===== src/rtl/dispatch_queue_pkg.sv =====
// Shared definitions for the decode-to-dispatch queue: lane width, default depth
// and the decoded-instruction payload carried by each entry.
package dispatch_queue_pkg;

  localparam int N_WAY    = 2;
  localparam int DQ_DEPTH = 8;

  typedef struct packed {
    logic [31:0] pc;
    logic [63:0] imm;
    logic [7:0]  opcode;
    logic [5:0]  rd;
    logic [5:0]  rs1;
    logic [5:0]  rs2;
    logic [5:0]  flags;
  } decoded_instr_t;

  localparam int DQ_DATA_W = $bits(decoded_instr_t);

endpackage


===== src/rtl/dq_storage.sv =====
// Entry array for the dispatch queue: N_WAY write ports starting at the tail
// and N_WAY combinational read ports starting at the head, indices wrap mod DEPTH.
module dq_storage
  import dispatch_queue_pkg::*;
#(
  parameter int N_WAY  = 2,
  parameter int DEPTH  = 8,
  parameter int DATA_W = 32
) (
  input  logic                      clock,
  input  logic [N_WAY-1:0]          wr_en,
  input  logic [$clog2(DEPTH)-1:0]  wr_ptr,
  input  logic [N_WAY*DATA_W-1:0]   wr_data,
  input  logic [$clog2(DEPTH)-1:0]  rd_ptr,
  output logic [N_WAY*DATA_W-1:0]   rd_data
);

  localparam int PW = $clog2(DEPTH);

  logic [DATA_W-1:0] mem_r [DEPTH];

  // Lane writes; enabled lanes always target distinct slots
  always_ff @(posedge clock) begin
    for (int k = 0; k < N_WAY; k++) begin
      if (wr_en[k]) begin
        mem_r[wr_ptr + PW'(k)] <= wr_data[k*DATA_W +: DATA_W];
      end
    end
  end

  // Lane reads from head upward
  always_comb begin
    rd_data = {(N_WAY*DATA_W){1'b0}};
    for (int k = 0; k < N_WAY; k++) begin
      rd_data[k*DATA_W +: DATA_W] = mem_r[rd_ptr + PW'(k)];
    end
  end

endmodule


===== src/rtl/dispatch_queue.sv =====
// N-way circular queue between decode and dispatch: pointer/count bookkeeping,
// fetch credit, flush handling and a sticky protocol-violation flag.
module dispatch_queue
  import dispatch_queue_pkg::*;
#(
  parameter int N_WAY  = dispatch_queue_pkg::N_WAY,
  parameter int DEPTH  = DQ_DEPTH,
  parameter int DATA_W = DQ_DATA_W
) (
  input  logic                         clock,
  input  logic                         reset,
  input  logic                         flush,
  input  logic [$clog2(N_WAY):0]       in_count,
  input  logic [N_WAY*DATA_W-1:0]      in_data,
  output logic [$clog2(N_WAY):0]       in_free,
  output logic [N_WAY-1:0]             out_valid,
  output logic [N_WAY*DATA_W-1:0]      out_data,
  input  logic [$clog2(N_WAY):0]       out_taken,
  output logic [$clog2(DEPTH):0]       count,
  output logic                         err
);

  localparam int CW = $clog2(N_WAY) + 1;
  localparam int PW = $clog2(DEPTH);
  localparam int KW = PW + 1;

  logic [PW-1:0]           head_r;
  logic [PW-1:0]           tail_r;
  logic [KW-1:0]           count_r;
  logic                    err_r;
  logic [KW-1:0]           space_s;
  logic [CW-1:0]           free_s;
  logic [CW-1:0]           valid_out_s;
  logic [CW-1:0]           in_sat_s;
  logic [CW-1:0]           taken_sat_s;
  logic [CW-1:0]           enq_s;
  logic [CW-1:0]           deq_s;
  logic                    violation_s;
  logic [N_WAY-1:0]        wr_en_s;
  logic [N_WAY*DATA_W-1:0] rd_data_s;

  // Effective enqueue/dequeue amounts, all derived from registered occupancy
  always_comb begin
    space_s = KW'(DEPTH) - count_r;
    if (space_s < KW'(N_WAY)) begin
      free_s = CW'(space_s);
    end else begin
      free_s = CW'(N_WAY);
    end
    if (count_r < KW'(N_WAY)) begin
      valid_out_s = CW'(count_r);
    end else begin
      valid_out_s = CW'(N_WAY);
    end
    if (in_count > CW'(N_WAY)) begin
      in_sat_s = CW'(N_WAY);
    end else begin
      in_sat_s = in_count;
    end
    if (out_taken > CW'(N_WAY)) begin
      taken_sat_s = CW'(N_WAY);
    end else begin
      taken_sat_s = out_taken;
    end
    if (in_sat_s < free_s) begin
      enq_s = in_sat_s;
    end else begin
      enq_s = free_s;
    end
    if (taken_sat_s < valid_out_s) begin
      deq_s = taken_sat_s;
    end else begin
      deq_s = valid_out_s;
    end
    // free_s never exceeds N_WAY, so this also catches oversized in_count
    violation_s = (in_count > free_s) || (out_taken > valid_out_s);
    for (int k = 0; k < N_WAY; k++) begin
      wr_en_s[k] = !reset && !flush && (CW'(k) < enq_s);
    end
  end

  // Pointer, occupancy and sticky error state
  always_ff @(posedge clock) begin
    if (reset) begin
      head_r  <= {PW{1'b0}};
      tail_r  <= {PW{1'b0}};
      count_r <= {KW{1'b0}};
      err_r   <= 1'b0;
    end else begin
      if (violation_s) begin
        err_r <= 1'b1;
      end
      if (flush) begin
        head_r  <= {PW{1'b0}};
        tail_r  <= {PW{1'b0}};
        count_r <= {KW{1'b0}};
      end else begin
        head_r  <= head_r + PW'(deq_s);
        tail_r  <= tail_r + PW'(enq_s);
        count_r <= count_r + KW'(enq_s) - KW'(deq_s);
      end
    end
  end

  dq_storage #(
    .N_WAY  (N_WAY),
    .DEPTH  (DEPTH),
    .DATA_W (DATA_W)
  ) u_storage (
    .clock   (clock),
    .wr_en   (wr_en_s),
    .wr_ptr  (tail_r),
    .wr_data (in_data),
    .rd_ptr  (head_r),
    .rd_data (rd_data_s)
  );

  // Output lanes, zeroed beyond current occupancy
  always_comb begin
    out_valid = {N_WAY{1'b0}};
    out_data  = {(N_WAY*DATA_W){1'b0}};
    for (int i = 0; i < N_WAY; i++) begin
      out_valid[i] = count_r > KW'(i);
      if (out_valid[i]) begin
        out_data[i*DATA_W +: DATA_W] = rd_data_s[i*DATA_W +: DATA_W];
      end else begin
        out_data[i*DATA_W +: DATA_W] = {DATA_W{1'b0}};
      end
    end
  end

  assign in_free = free_s;
  assign count   = count_r;
  assign err     = err_r;

endmodule


===== config.mk =====
export PLATFORM = sky130hd
export DESIGN_NAME = dispatch_queue
export DESIGN_NICKNAME = d
export VERILOG_FILES = /design/src/rtl/dispatch_queue_pkg.sv /design/src/rtl/dq_storage.sv /design/src/rtl/dispatch_queue.sv
export SDC_FILE = /design/constraint.sdc
export NUM_CORES = 2
export LEC_CHECK = 0
export BUFFER_PORTS_ARGS = -buffer_cell sky130_fd_sc_hd__buf_2
export CORE_MARGIN = 3
export CORE_UTILIZATION = 60
export CTS_BUF_LIST = sky130_fd_sc_hd__clkbuf_16
export CTS_CLUSTER_DIAMETER = 30
export DETAILED_ROUTE_END_ITERATION = 12
export MAX_ROUTING_LAYER = met4
export PLACE_DENSITY = 0.84
export SYNTH_ARGS = -nofsm -noshare
export SYNTH_HDL_FRONTEND = slang
export SYNTH_HIERARCHICAL = 1
export SYNTH_SLANG_ARGS = --single-unit

===== constraint.sdc =====
create_clock -name clock -period 21.4 [get_ports clock]
set_input_delay 4.28 -clock clock [delete_from_list [all_inputs] [get_ports clock]]
set_output_delay 4.28 -clock clock [all_outputs]
set_load 0.05 [all_outputs]

==> reports/results.txt <==
Crit path buffers/inverters: 5
RSZ-0062 raised after global routing: no
Register area: 30980 µm²
Max-Cap Viols: 0
Largest area contributor in the synthesized netlist: edfxtp_1
CTS Buf Count: 223
Post-synth EDFFs: 1024
CP Launch Type: register
Root Driver: clkbuf_16
Core Region: 103800 µm²
Die footprint: 108900 µm²
Crit path cell chain: ha_4 > buf_4 > buf_4 > buf_4 > buf_4 > mux2i_1 > and3_1 > nor4_1 > and2_1 > buf_2
Vias: 44100
Least-Margin Pin Slew: 1.249 ns
Post-CTS Hold Buffers: 0
Largest net degree at the start of global routing: 209
Top post-synthesis cells by area: edfxtp_1, mux2_2, mux4_2
Clock skew: 0.02629 ns
Max Fclk: 82.50 MHz
Drt drc: 0
Setup bufs post-CTS: 0
Cell row count: 118
Setup CP Type: reg2out
Final Power: 0.009422 W
Arrival time worst endpoint: 7.84 ns
Layout net count: 5072
Routed Wire Length: 187500 µm
Final setup viols: 0
H-tree depth: 4
Initial antenna violation count: 61
Hold Fails Final Rpt: 0
Post-CTS sizing: 0
Yosys warns: 6
Post-synthesis sequential area ratio: 49.19%
Synth cell count leaders: edfxtp_1, mux2_2, and2_1, nor2b_1
Share of layout cells above drive strength 1: 43.28%
First-pass GRT wire length: 278400 µm
Crit path required time: 17.12 ns
Max IR drop VDD: 0.0001340 V
CP top delay family: buffers and inverters
Fin. max-slew vios: 0
Unique masters post-synth: 50
Setup TNS: 0 ns
Port bufs: 527
Crit path top cell by count: buf_4
CTS clk-pin slew, worst paths: 0.05 ns
Final period util: 56.64%
Critical path's largest stage delay: 1.01 ns
GRT Util Overall: 34.85%
Number of synthesized register bits: 1035
Layout overhead on the synthesized area: 17.45%
Util after Layout: 71.25%
Slowest CP cell: dfxtp_4
Via density: 6.864
Mapped Cells: 4378
Multi-input gate area: 30160 µm²
Synth top area share: 48.84%
Worst hold margin: 0.5232 ns
Die Span X: 329.9 µm
Ys async rst share: 0%
Initial core utilization: 60.66%
CTS Buffer Depth: 3
Filler Cell Count: 6439
Cell Area, Synth: 62960 µm²
Grt ovf: 0
Status: complete, no violations
Die Y: 329.9 µm
Total clock sinks: 1035
Number of global-route vias before repair: 45440
Antenna-violating nets left: 0
Crit path time final: 12.12 ns
I/O Pins: 528
CP Max Fanout: 92
Gpl congestion: 0.8153
Post-DP HPWL: 99700 µm
Mapped Nets: 4663
Top_reg_cell synth: edfxtp_1
Critical path endpoint category: output port
CTS tree: done
Clk_lat worst skew: 0.78 ns
Initial DRC count: 4798
Hold WC Path Type: reg2reg
WL/cell: 29.19 µm
Count leader, synth: edfxtp_1
Power density over the cells: 127.4 nW/µm²
Synth Area per Inst: 14.38 µm²
Relative slew slack: 16.52%
Static Leakage: 25.78 nW
First drt pass iteration count: 6
[layout by cell type, fill, tap and decap left out, types with 128 or more instances in the layout]
master	count
edfxtp_1	1024
mux2_2	904
buf_2	527
and2_1	259
nor2b_1	259
mux4_2	256
mux2i_1	256
and3_1	256
a2111oi_0	256
mux2_1	248
clkbuf_16	224
nor4_1	128
[cells by family (layout without fill, tap and decap cells)]
| family | after synthesis | after routing | synth area share, % |
|---|---|---|---|
| buf+inv | 433 | 1032 | 3.261 |
| simple gates | 938 | 938 | 9.284 |
| fa+ha+maj | 23 | 23 | 0.5028 |
| flops | 1035 | 1035 | 49.19 |
| other cells | 0 | 68 | 0 |
| compound gates | 276 | 276 | 3.786 |
| mux | 1664 | 1664 | 33.83 |
| xor+xnor | 9 | 9 | 0.1491 |
[tightest hold or removal path, stage by stage (launching register included)]
cell and delay, ns:
dfxtp_1 0.33, a21oi_1 0.06, a21oi_2 0.10
[cell type report]
| type | count | share of cell area [%] |
|---|---|---|
| inverters | 20 | 0.1015 |
| flip-flops and latches | 1035 | 41.89 |
| well taps | 1380 | 2.335 |
| clock inverters | 191 | 2.688 |
| repair buffers | 597 | 4.396 |
| clock buffers | 224 | 7.580 |
| diodes | 68 | 0.2301 |
| multi-input cells | 2910 | 40.78 |
[power by group]
| group | internal, W | leakage, nW | switching [W] |
|---|---|---|---|
| registers | 0.00238 | 9.34 | 0.0000748 |
| logic | 0.00112 | 12.7 | 0.00244 |
| clock network | 0.00225 | 3.74 | 0.00116 |
[routing by layer]
metal  global-route usage [%]  vias to the layer above  share of wire, %
met4                    17.00                        0               4.1
met2                    55.69                     2910                49
met1                    42.80                    22140                36
met5                        -                        -                 0
li1                         -                    18560                 -
met3                    6.757                      483                10
[flip-flops by register name (all words and copies together) (netlist names)]
register / count
count: 4
tail_r: 3
err: 1
u_storage/mem_r: 1024
head_r: 3
[stage by stage]
step                instances  area [µm²]  setup slack, ns
floorplan                4378       62960            5.977
global placement         5942       66190            10.49
detailed placement       5942       66190            10.28
CTS                      6357       73780            9.448
global route             6413       73920            8.860
finish                   6425       73950            9.279
[worst paths after layout]
check / start / endpoint / slack, ns / cells after the start
max: head_r[0] / out_data[222] / 9.28 / 10
min: err / err / 0.52 / 2
max reg2reg: count[0] / u_storage/mem_r[0][72] / 15.61 / 12
min reg2reg: err / err / 0.52 / 2
(Power assumes the default switching activity.)
